<file path="config.mk">
export PLATFORM = sky130hd
export DESIGN_NAME = register_bank_param
export DESIGN_NICKNAME = d
export VERILOG_FILES = /design/src/rtl/register_bank_param.sv
export SDC_FILE = /design/constraint.sdc
export NUM_CORES = 2
export LEC_CHECK = 0
export CORE_UTILIZATION = 45
export CTS_CLUSTER_SIZE = 16
export DETAILED_ROUTE_END_ITERATION = 16
export GPL_TIMING_DRIVEN = 0
export PLACE_DENSITY_LB_ADDON = 0.3
export SYNTH_ARGS = -nofsm -noshare
export SYNTH_HDL_FRONTEND = slang
export SYNTH_SLANG_ARGS = --single-unit
</file>
<file path="constraint.sdc">
create_clock -name clk -period 2.6 [get_ports clk]
set_input_delay 0.26 -clock clk [delete_from_list [all_inputs] [get_ports clk]]
set_output_delay 0.26 -clock clk [all_outputs]
set_load 0.02 [all_outputs]
</file>
<file path="src/rtl/register_bank_param.sv">
// register_bank_param: parametrised multi-read, dual-write register bank.
// Read data is registered, and a read of an address written in the same
// cycle returns the new write data.
// When both write ports hit the same address, port 1 wins.
// Optional build macro REG_BANK_ZERO_REG_EN makes register 0 read as zero.
// With the macro defined, writes to register 0 are also ignored.
module register_bank_param #(
  parameter int unsigned DATA_W = 16,
  parameter int unsigned DEPTH  = 32,
  parameter int unsigned ADDR_W = $clog2(DEPTH),
  parameter int unsigned NUM_RD = 2
) (
  input  logic                       clk,
  input  logic                       reset,
  input  logic [NUM_RD-1:0]          read_en,
  input  logic [NUM_RD*ADDR_W-1:0]   read_addr,
  output logic [NUM_RD*DATA_W-1:0]   read_data,
  input  logic                       write0_en,
  input  logic [ADDR_W-1:0]          write0_addr,
  input  logic [DATA_W-1:0]          write0_val,
  input  logic                       write1_en,
  input  logic [ADDR_W-1:0]          write1_addr,
  input  logic [DATA_W-1:0]          write1_val,
  output logic                       collision
);

  logic [DATA_W-1:0]         r_mem [DEPTH];
  logic [NUM_RD*DATA_W-1:0]  r_read_data;
  logic                      r_collision;

  logic                      w_en0_ok;
  logic                      w_en1_ok;
  logic                      w_same_addr;
  logic                      w_collision;
  logic                      w_we0;
  logic                      w_we1;
  logic [ADDR_W-1:0]         w_raddr [NUM_RD];
  logic [DATA_W-1:0]         w_fwd   [NUM_RD];

  // Qualify write enables, resolve same-address priority (port 1 wins).
  always_comb begin
    w_en0_ok    = write0_en;
    w_en1_ok    = write1_en;
`ifdef REG_BANK_ZERO_REG_EN
    w_en0_ok    = write0_en && (write0_addr != '0);
    w_en1_ok    = write1_en && (write1_addr != '0);
`endif
    w_same_addr = (write0_addr == write1_addr);
    w_collision = w_en0_ok && w_en1_ok && w_same_addr;
    w_we1       = w_en1_ok;
    w_we0       = w_en0_ok && !w_collision;
  end

  // Unpack read addresses per lane.
  always_comb begin
    for (int unsigned i = 0; i < NUM_RD; i++) begin
      w_raddr[i] = read_addr[i*ADDR_W +: ADDR_W];
    end
  end

  // Per-lane read value with same-cycle write forwarding.
  always_comb begin
    for (int unsigned i = 0; i < NUM_RD; i++) begin
      w_fwd[i] = r_mem[w_raddr[i]];
      if (w_we0 && (write0_addr == w_raddr[i])) begin
        w_fwd[i] = write0_val;
      end
      if (w_we1 && (write1_addr == w_raddr[i])) begin
        w_fwd[i] = write1_val;
      end
`ifdef REG_BANK_ZERO_REG_EN
      if (w_raddr[i] == '0) begin
        w_fwd[i] = '0;
      end
`endif
    end
  end

  // Register storage: async clear, up to two writes per edge.
  always_ff @(posedge clk or negedge reset) begin
    if (!reset) begin
      for (int unsigned i = 0; i < DEPTH; i++) begin
        r_mem[i] <= '0;
      end
    end else begin
      if (w_we0) begin
        r_mem[write0_addr] <= write0_val;
      end
      if (w_we1) begin
        r_mem[write1_addr] <= write1_val;
      end
    end
  end

  // Registered read lanes; disabled lanes hold their value.
  always_ff @(posedge clk or negedge reset) begin
    if (!reset) begin
      r_read_data <= '0;
    end else begin
      for (int unsigned i = 0; i < NUM_RD; i++) begin
        if (read_en[i]) begin
          r_read_data[i*DATA_W +: DATA_W] <= w_fwd[i];
        end
      end
    end
  end

  // One-cycle collision flag.
  always_ff @(posedge clk or negedge reset) begin
    if (!reset) begin
      r_collision <= 1'b0;
    end else begin
      r_collision <= w_collision;
    end
  end

  assign read_data = r_read_data;
  assign collision = r_collision;

endmodule

</file>
==> out/qor.tcl <==
set qor(grt_pass1_vias) 33000
set qor(cpMostUsedCell) {clkbuf_1}
set qor(worst_clock_skew_ps) 27.3
set qor(port-buffer-count) 46
set qor(vias) 36800
set qor(syn_to_final_growth_pct) 14.5
set qor(grt_setup_unrepaired) {true}
set qor(die_h_um) 281
set qor(dp_hpwl_um) 149000
set qor(synth_area_leaders) {dfrtp_1 39%, nand2_1 12%, mux4_2 11%, a31oi_1 9.2%, nor2_1 5.8%}
set qor(final_layout_size_suffix_gt1_share_pct) 14.2
set qor(holdCritPathClass) {primary input to async pin}
set qor(drt_wl_total_um) 199000
set qor(ff_latch_area_um2) 13600
set qor(ys_warn_count) 0
set qor(numCtsBuffers) 67
set qor(io_pins) 91
set qor(detailedPlace.worstSlack_ps) -2330
set qor(setup_total_negative_slack_ps) -2580
set qor(run_status) {complete, but fails checks}
set qor(ys_dominant_reg_cell) {dfrtp_1}
set qor(cts.clk_slew.worst_paths_ps) 70
set qor(placementRows) 102
set qor(synth_most_common_cell) {nand2_1}
set qor(crit_required_ps) 3110
set qor(maxSlewHeadroom_pct) 2.17
set qor(timing_max_transition_violations_final) 0
set qor(number_of_enable_flip_flop_cells_after_synthesis) 0
set qor(wire_length_of_the_first_global_routing_pass_um) 270000
set qor(synth.largest_area_cell) {dfrtp_1}
set qor(power.density_cell_area_nw_per_um2) 821
set qor(final_util_pct) 51.9
set qor(ctsRootBufferMaster) {clkbuf_16}
set qor(crit_arrival_ps) 3340
set qor(grt_use_total_pct) 50.0
set qor(max_freq_mhz) 354
set qor(synth_cells) 4007
set qor(drtAntennaViolNets) 0
set qor(multi_input_area_um2) 19800
set qor(cpMaxStageDelayCell) {clkbuf_1}
set qor(timing.critical_path.to_type) {register}
set qor(pin_count_of_the_biggest_net_entering_global_routing) 113
set qor(number_of_register_bits_inferred_by_synthesis) 545
set qor(syn_nets) 4065
set qor(antenna_found_initial) 18
set qor(asyncSetResetFlopFracSynth_pct) 100
set qor(hold_violations) 0
set qor(num-nets-final) 4207
set qor(power.static_leakage_uw) 0.0168
set qor(synth_sequential_area_ratio_pct) 38.9
set qor(cts_max_level) 3
set qor(start_util_pct) 45.4
set qor(core_area_um2) 77300
set qor(finalSetupViolCount) 37
set qor(syn_avg_cell_area_um2) 8.76
set qor(crit_type) {primary input to register}
set qor(tightest_slew_ps) 1470
set qor(finalWorstPathRequiredPeriod_ps) 2830
set qor(summed_instance_area_of_the_synthesized_netlist_um2) 35100
set qor(cp_max_fo) 10
set qor(setup_ws_ps) -228
set qor(first_iter_violations) 5848
set qor(dr_vias_cell) 7.00
set qor(gpl.final_weighted_congestion) 1.07
set qor(irDropWorstVdd_v) 0.000499
set qor(globalRoute.totalOverflow) 0
set qor(cts_tree) {yes}
set qor(clk_path_buf_depth) 3
set qor(share_of_the_clock_period_used_by_the_worst_path_pct) 109
set qor(remaining_drc_errors) 0
set qor(synth_cell_type_count) 64
set qor(max_capacitance_violation_total) 0
set qor(layout.filler_cells) 7306
set qor(number_of_search_and_repair_iterations_in_the_first_detailed_routing_pass) 7
set qor(cts.sink_count) 545
set qor(drt-wirelength-per-cell_um) 38.0
set qor(post-synth-top-area-fraction_pct) 38.9
set qor(startpoint_type) {primary input}
set qor(failed_checks) {setup timing}
set qor(ys_top_cells_by_count) {1106 x nand2_1, 545 x dfrtp_1, 538 x nor2_1}
set qor(fp.dieW_um) 281
set qor(die_area_um2) 79100
set qor(crit_path_cell_trace) {clkbuf_2 > clkbuf_1 > clkbuf_1 > mux2i_1 > o22ai_1 > o32a_1}
set qor(peak_per_stage_delay_on_the_critical_path_ps) 950
set qor(worst_skew_pair.late_latency_ps) 640
final cells by class:
type / instances / share of cell area (%)
repair buffers: 74 / 2.12
flip-flops and latches: 545 / 34.0
diodes: 12 / 0.0748
multi-input cells: 3014 / 49.4
inverters: 12 / 0.112
clock buffers: 100 / 4.94
plain buffers: 435 / 5.38
well taps: 1040 / 3.24
clock inverters: 18 / 0.779
per-layer routing:
| metal | GRT usage, % | up-vias | share of wire (%) | routed length, um |
|---|---|---|---|---|
| met5 | 0.876 | - | 0.13 | 250 |
| met4 | 24.5 | 10 | 6.0 | 12100 |
| met3 | 24.5 | 640 | 17 | 34700 |
| met2 | 67.1 | 3273 | 39 | 78300 |
| met1 | 66.1 | 18300 | 37 | 74100 |
| li1 | - | 14500 | - | - |
flip-flops by register name, indices dropped and copies added, names as in the netlist:
register	cells
read_data	32
collision	1
r_mem	512
per-stage QoR:
step           power [uW]  std cells  area, um^2  hold WS [ps]
3_3_place_gp        21800       5093       36900           484
6_report            33000       5250       40200          98.9
4_1_cts             32000       5225       39800           103
3_5_place_dp        22000       5100       37000           158
5_1_grt             33500       5239       40100           152
2_1_floorplan       17400       4007       35100         -35.6
critical path, delay by kind of cell:
| kind | cells | cell delay, ps |
|---|---|---|
| buf+inv | 3 | 1890 |
| compound gates | 2 | 560 |
| mux | 1 | 600 |
worst paths after layout:
kind / endpoint / start / cells past startpoint / slack (ps)
min in group clk: r_mem[511] / write0_val[15] / 3 / 180
setup reg to reg: read_data[25] / r_mem[265] / 5 / 250
max in group asynchronous: r_mem[346] / reset / 4 / 1000
hold reg to reg: read_data[30] / read_data[30] / 2 / 490
hold / removal: r_mem[108] / reset / 2 / 100
setup / recovery: read_data[1] / read_addr[3] / 6 / -230
power by group:
part,total (uW),internal [uW],switching [uW]
registers,13600,10700,2880
logic,9230,3720,5510
clock network,10200,5990,4170
kinds of logic after synthesis:
family                 count (synthesis)  synth area share (%)
AO/OA/AOI/OAI                        802                  16.8
flip-flops                           545                  38.9
multiplexers                         380                  17.3
AND/OR/NAND/NOR                     1807                  20.7
XOR/XNOR                              25                 0.624
buffers and inverters                448                  5.70
cells in the final DEF (no fill, tap or decap), types with 15 or more instances in the layout:
master	Yosys	final
nor2b_1	35	34
nor2_1	538	531
buf_4	12	40
a31oi_1	517	515
clkbuf_2	0	31
o311a_1	16	16
mux2_2	20	20
a22oi_1	100	87
mux2i_1	181	179
buf_6	25	32
o211ai_4	22	22
buf_2	69	54
dfrtp_1	545	545
nand3_1	39	32
a21oi_1	19	19
a211oi_4	0	18
buf_1	73	60
mux4_2	179	179
o22ai_1	15	15
clkdlybuf4s50_1	0	41
clkbuf_16	0	69
nand2_1	1106	1106
clkbuf_1	257	236
what timing repair did:
action,in CTS,in global routing
endpoints found under the hold margin,123,0
endpoints found under the setup margin,277,382
hold buffers,1,0
resized for setup,135,79
setup buffers,7,13
pin swaps,4,7
(Power assumes the default switching activity.)
